$ cat src/rtl/lsu_pkg.sv
// Shared encodings for the MEM-stage load/store unit: funct3 access codes,
// FSM states, byte-enable patterns and small access-decoding helpers.
package lsu_pkg;

  localparam logic [2:0] F3_B  = 3'b000;
  localparam logic [2:0] F3_H  = 3'b001;
  localparam logic [2:0] F3_W  = 3'b010;
  localparam logic [2:0] F3_BU = 3'b100;
  localparam logic [2:0] F3_HU = 3'b101;

  localparam logic [3:0] BE_B = 4'b0001;
  localparam logic [3:0] BE_H = 4'b0011;
  localparam logic [3:0] BE_W = 4'b1111;

  typedef enum logic [1:0] {
    ST_IDLE = 2'd0,
    ST_REQ  = 2'd1,
    ST_DONE = 2'd2
  } lsu_state_e;

  typedef enum logic [1:0] {
    SZ_B,
    SZ_H,
    SZ_W
  } access_size_e;

  // Reserved funct3 codes (011, 110, 111) fall through to word size.
  function automatic access_size_e access_size(input logic [2:0] f3);
    case (f3[1:0])
      2'b00:   return SZ_B;
      2'b01:   return SZ_H;
      default: return SZ_W;
    endcase
  endfunction

  function automatic logic is_misaligned(input logic [2:0] f3, input logic [1:0] addr_lo);
    case (access_size(f3))
      SZ_H:    return addr_lo[0];
      SZ_W:    return addr_lo != 2'b00;
      default: return 1'b0;
    endcase
  endfunction

endpackage

$ cat src/rtl/load_formatter.sv
// Combinational load-data formatter: selects the addressed byte/half from a
// bus word and sign- or zero-extends it; shared with the single-cycle model.
module load_formatter
  import lsu_pkg::*;
(
  input  logic [31:0] i_rdata,
  input  logic [1:0]  i_addr_lo,
  input  logic [2:0]  i_funct3,
  output logic [31:0] o_data
);

  logic [7:0]  w_byte;
  logic [15:0] w_half;

  // NOTE: every always_comb output gets a default first so no path can infer a latch.
  always_comb begin
    w_byte = i_rdata[7:0];
    case (i_addr_lo)
      2'd1:    w_byte = i_rdata[15:8];
      2'd2:    w_byte = i_rdata[23:16];
      2'd3:    w_byte = i_rdata[31:24];
      default: w_byte = i_rdata[7:0];
    endcase
  end

  assign w_half = i_addr_lo[1] ? i_rdata[31:16] : i_rdata[15:0];

  always_comb begin
    o_data = i_rdata;
    case (i_funct3)
      F3_B:    o_data = {{24{w_byte[7]}}, w_byte};
      F3_BU:   o_data = {24'h0, w_byte};
      F3_H:    o_data = {{16{w_half[15]}}, w_half};
      F3_HU:   o_data = {16'h0, w_half};
      default: o_data = i_rdata;
    endcase
  end

endmodule

$ cat src/rtl/mem_stage_lsu.sv
// MEM-stage load/store unit: IDLE -> REQ -> DONE handshake on the data bus,
// stalling the pipeline until each access completes. Optional misaligned-access
// trap is enabled by defining LSU_MISALIGN_TRAP_EN.
module mem_stage_lsu
  import lsu_pkg::*;
#(
  parameter int ADDR_W = 32
) (
  input  logic              clk,
  input  logic              rst,
  input  logic              MemReadM,
  input  logic              MemWriteM,
  input  logic [2:0]        Funct3M,
  input  logic [31:0]       AluResultM,
  input  logic [31:0]       WriteDataM,
  output logic [31:0]       ReadDataM,
  output logic              StallM,
`ifdef LSU_MISALIGN_TRAP_EN
  output logic              MisalignM,
`endif
  output logic              dmem_req,
  output logic              dmem_we,
  output logic [ADDR_W-1:0] dmem_addr,
  output logic [3:0]        dmem_be,
  output logic [31:0]       dmem_wdata,
  input  logic [31:0]       dmem_rdata,
  input  logic              dmem_ready
);

  lsu_state_e         r_state;
  lsu_state_e         w_state_next;
  logic [ADDR_W-1:2]  r_word_addr;
  logic [1:0]         r_addr_lo;
  logic [2:0]         r_funct3;
  logic [3:0]         r_be;
  logic [31:0]        r_wdata;
  logic               r_we;
  logic [31:0]        r_read_data;

  logic               w_pending;
  logic               w_issue;
  logic [3:0]         w_be;
  logic [31:0]        w_wdata;
  logic [31:0]        w_load_data;

  assign w_pending = MemReadM | MemWriteM;

`ifdef LSU_MISALIGN_TRAP_EN
  logic w_misalign;
  assign w_misalign = is_misaligned(Funct3M, AluResultM[1:0]);
  assign w_issue    = w_pending & ~w_misalign;
  assign MisalignM  = ~rst & (r_state == ST_IDLE) & w_pending & w_misalign;
`else
  // Low address bits below the access size are simply dropped by the lane math.
  assign w_issue    = w_pending;
`endif

  // Lane placement: byte/half shift into position, store data replicated across lanes.
  always_comb begin
    w_be    = BE_W;
    w_wdata = WriteDataM;
    case (access_size(Funct3M))
      SZ_B: begin
        w_be    = BE_B << AluResultM[1:0];
        w_wdata = {4{WriteDataM[7:0]}};
      end
      SZ_H: begin
        w_be    = BE_H << {AluResultM[1], 1'b0};
        w_wdata = {2{WriteDataM[15:0]}};
      end
      default: begin
        w_be    = BE_W;
        w_wdata = WriteDataM;
      end
    endcase
  end

  always_comb begin
    w_state_next = r_state;
    case (r_state)
      ST_IDLE: if (w_issue) w_state_next = ST_REQ;
      ST_REQ:  if (dmem_ready) w_state_next = ST_DONE;
      ST_DONE: w_state_next = ST_IDLE;
      default: w_state_next = ST_IDLE;
    endcase
  end

  load_formatter u_load_formatter (
    .i_rdata   (dmem_rdata),
    .i_addr_lo (r_addr_lo),
    .i_funct3  (r_funct3),
    .o_data    (w_load_data)
  );

  // NOTE: sequential state uses non-blocking assignments so every flop samples pre-edge values.
  always_ff @(posedge clk or posedge rst) begin
    if (rst) begin
      r_state     <= ST_IDLE;
      r_word_addr <= '0;
      r_addr_lo   <= '0;
      r_funct3    <= '0;
      r_be        <= '0;
      r_wdata     <= '0;
      r_we        <= 1'b0;
      r_read_data <= '0;
    end else begin
      r_state <= w_state_next;
      if (r_state == ST_IDLE && w_issue) begin
        r_word_addr <= AluResultM[ADDR_W-1:2];
        r_addr_lo   <= AluResultM[1:0];
        r_funct3    <= Funct3M;
        r_be        <= w_be;
        r_wdata     <= w_wdata;
        r_we        <= MemWriteM;
      end
      if (r_state == ST_REQ && dmem_ready && !r_we) begin
        r_read_data <= w_load_data;
      end
    end
  end

  // Stall asserts combinationally in IDLE so the pipeline freezes the same cycle.
  assign StallM     = ~rst & ((r_state == ST_REQ) | ((r_state == ST_IDLE) & w_issue));
  assign dmem_req   = (r_state == ST_REQ);
  assign dmem_we    = r_we;
  assign dmem_addr  = {r_word_addr, 2'b00};
  assign dmem_be    = r_be;
  assign dmem_wdata = r_wdata;
  assign ReadDataM  = r_read_data;

endmodule

$ cat config.mk
export PLATFORM = sky130hd
export DESIGN_NAME = mem_stage_lsu
export DESIGN_NICKNAME = d
export VERILOG_FILES = /design/src/rtl/lsu_pkg.sv /design/src/rtl/load_formatter.sv /design/src/rtl/mem_stage_lsu.sv
export SDC_FILE = /design/constraint.sdc
export NUM_CORES = 1
export LEC_CHECK = 0
export ABC_AREA = 1
export CORE_ASPECT_RATIO = 1.4
export CORE_MARGIN = 10
export CORE_UTILIZATION = 40
export DETAILED_ROUTE_END_ITERATION = 7
export GPL_ROUTABILITY_DRIVEN = 0
export PLACE_DENSITY_LB_ADDON = 0.1
export SETUP_SLACK_MARGIN = 0.2
export SYNTH_ARGS = -nofsm -noshare
export SYNTH_HDL_FRONTEND = slang
export SYNTH_HIERARCHICAL = 1
export SYNTH_SLANG_ARGS = --single-unit
$ cat constraint.sdc
create_clock -name clk -period 8.4 [get_ports clk]
set_input_delay 1.68 -clock clk [delete_from_list [all_inputs] [get_ports clk]]
set_output_delay 1.68 -clock clk [all_outputs]
set_load 0.01 [all_outputs]
==> flow_metrics.py <==
metrics = {
    "routing": {
        "drt_iter0_drc": 250,
        "vias": 5281,
        "vias_per_cell": 4.94,
        "wire_per_inst_um": 16.7,
        "drtAntennaViolNets": 0,
        "drt-total-wl_um": 17800,
        "drcViolationCount": 0,
        "firstDrtPassIters": 5,
    },
    "clocking": {
        "cts_tree": "done",
        "worst_setup_hold_path_clk_slew_ns": 0.07,
        "clk_latency_ns": 0.34,
        "cts_made_buffers": 9,
        "root_buffer": "clkbuf_16",
        "cts_resized": 0,
        "clkSinkCount": 106,
        "clockBufferDepth": 2,
        "htreeDepth": 3,
        "postCtsSetupBuffers": 0,
        "cts_hold_buf": 0,
    },
    "synth": {
        "yosys.area_share.xor_xnor": 0,
        "syn_area_mm2": 0.00545,
        "synthSimpleGateAreaFrac": 0.366,
        "synth_cell_types": 27,
        "synth_compound_area_frac": 0.0597,
        "syn_area_per_cell_um2": 7.69,
        "synth_top_family_by_area": "simple AND/OR/NAND/NOR gates",
        "synth.area.mux_share": 0,
        "ys_warn_count": 6,
        "yosysSeqAreaShare": 0.487,
        "synth.ff_latch_count": 106,
        "synth_cells": 708,
        "synthAdderAreaFrac": 0,
    },
    "grt": {
        "grt_overflow": 0,
        "grt_max_degree": 87,
        "antenna_found_initial": 1,
        "grt_pass1_vias": 5466,
        "grt_pass1_wl_um": 28100,
        "grt_use_total": 0.185,
    },
    "sta": {
        "fin_crit_sh": 0.571,
        "holdWs_ns": 0.471,
        "max_freq_mhz": 209,
        "final.min_clock_period_ns": 4.79,
        "setup_tns_ns": 0,
        "worst_pin_slew_ns": 1.01,
        "rsz0062_at_grt": "false",
        "relSlewSlack": 0.325,
        "drv_slew": 0,
        "hold_viol_final": 0,
        "setup_viol": 0,
        "finalClockSkew_ns": 0.00859,
    },
    "job": {
        "drv_cap": 0,
    },
    "final_layout": {
        "final_cell_mix": "nand2_1, clkdlybuf4s50_1, dfrtp_1",
        "synthToLayoutAreaGrowth_pct": 41.9,
        "fill_cells": 1301,
        "drive_above_1_share": 0.0518,
        "antennaDiodeCount": 0,
        "layout_commonest_cell": "nand2_1",
        "nets": 987,
    },
    "critical_path": {
        "reg2reg_from": "r_state[0]",
        "crit_path_start_kind": "input port",
        "crit_arrival_ns": 3.11,
        "cp.required_ns": 6.72,
        "end_kind": "output port",
        "reg2reg_to": "dmem_wdata[30]",
        "ff2ff_setup_slack_ns": 6.15,
        "reg2regPathDepth": 6,
        "path_class": "in2out",
        "critical_path.max_fanout": 4,
    },
    "pwr": {
        "internal_power_mw": 1.67,
        "p_seq_frac": 0.330,
        "pwr-share-clk": 0.168,
        "ir_drop_v": 0.000173,
        "power_density_mw_per_mm2": 362,
        "sw_frac_of_total": 0.405,
        "p_sw_mw": 1.14,
        "power_frac_comb": 0.502,
        "leakage_nw": 3.87,
    },
    "floorplanning": {
        "coreArea_mm2": 0.0134,
        "die_w_um": 119,
        "rows": 50,
        "start_util": 0.407,
        "num_io_pins": 207,
        "die_h_um": 158,
        "die_area_mm2": 0.0188,
    },
    "min_path": {
        "hold_end": "ReadDataM[2]",
        "whs_path_depth": 2,
        "worstHoldPathType": "reg2reg",
        "worstHoldStart": "ReadDataM[2]",
    },
    "placed_design": {
        "port_buffers": 204,
        "dpl.hpwl_um": 13400,
    },
    "run_status": {
        "status": "finished, final reports clean",
    },
}
## worst max-delay path: stages
cell	delay (ns)
clkdlybuf4s50_1	0.46
inv_1	0.06
nand2_1	0.14
nand2_2	0.10
a21oi_1	0.13
clkdlybuf4s50_1	0.55
## metrics by stage
| step | setup slack [ns] | cell area (µm²) | utilization | instances | total power, mW |
|---|---|---|---|---|---|
| after global routing | 3.53 | 7730 | 0.578 | 1070 | 3.02 |
| after detailed placement | 3.58 | 7400 | 0.553 | 1054 | 2.36 |
| after global placement | 3.58 | 7400 | 0.553 | 1054 | 2.33 |
| after floorplan | 3.93 | 5450 | - | 709 | 1.73 |
| final | 3.61 | 7730 | 0.578 | 1070 | 2.80 |
| after CTS | 3.57 | 7730 | 0.578 | 1070 | 2.84 |
## routing by layer
| layer | global-route usage | part of all wire | vias up |
|---|---|---|---|
| met5 | 0 | 0 | - |
| met4 | 0.0624 | 0.024 | 0 |
| met3 | 0.0759 | 0.088 | 25 |
| met2 | 0.323 | 0.51 | 195 |
| met1 | 0.198 | 0.38 | 2481 |
| li1 | - | - | 2580 |
## layout make-up
class	instances	area (µm²)	area share
Sequential cell	106	2650	0.343
Multi-Input combinational cell	527	2330	0.301
Timing Repair Buffer	207	2060	0.267
Tap cell	182	228	0.0294
Clock buffer	9	225	0.0291
Inverter	32	128	0.0165
Clock inverter	7	106	0.0138
## worst max path at each step
| stage | cells after the start | startpoint | slack [ns] | end |
|---|---|---|---|---|
| final | 6 | MemWriteM | 3.61 | StallM |
| after global placement | 6 | MemWriteM | 3.58 | StallM |
| after global routing | 6 | MemWriteM | 3.53 | StallM |
| after CTS | 6 | MemWriteM | 3.57 | StallM |
| after detailed placement | 6 | MemWriteM | 3.58 | StallM |
| after floorplan | 1 | rst | 3.93 | ReadDataM[0] |
## sequential cells by signal, summed over array words and instances, names as in the netlist
name / flops
ReadDataM: 32
dmem_be: 4
dmem_wdata: 32
dmem_we: 1
r_addr_lo: 2
r_funct3: 3
r_state: 2
r_word_addr: 30
## cell families after synthesis
| family | Yosys count |
|---|---|
| AOI/OAI and AO/OA | 62 |
| buffers and inverters | 76 |
| DFF | 106 |
| other | 1 |
| and+or+nand+nor | 463 |
## Yosys cell counts
cell,number,area share
nand2_1,338,0.23
inv_1,28,0.019
o22ai_1,8,0.0092
buf_12,1,0.0037
nand3_2,7,0.013
nor2_8,1,0.0037
dfrtp_1,106,0.49
nand2_4,3,0.0062
nand2_2,3,0.0034
inv_6,1,0.0016
a21oi_1,16,0.015
o21bai_1,2,0.0028
buf_2,14,0.013
buf_6,14,0.029
or2_4,1,0.0016
conb_1,1,0.00069
buf_4,11,0.015
clkbuf_1,4,0.0028
nand3_1,78,0.072
nand3_4,2,0.0064
o21ai_0,36,0.033
nand4_1,3,0.0034
or2_1,1,0.0011
inv_2,3,0.0021
nor2_2,2,0.0023
nor2_1,21,0.014
nor2_4,3,0.0062
## power by group through the flow
stage          sequential (mW)  clock (mW)  combinational (mW)
4_1_cts                  0.929       0.483                1.43
3_5_place_dp             0.932           0                1.42
2_1_floorplan            0.987           0               0.740
6_report                 0.926       0.470                1.41
5_1_grt                  0.962       0.503                1.55
3_3_place_gp             0.923           0                1.41
No activity file was read; power rests on OpenSTA's default activity.
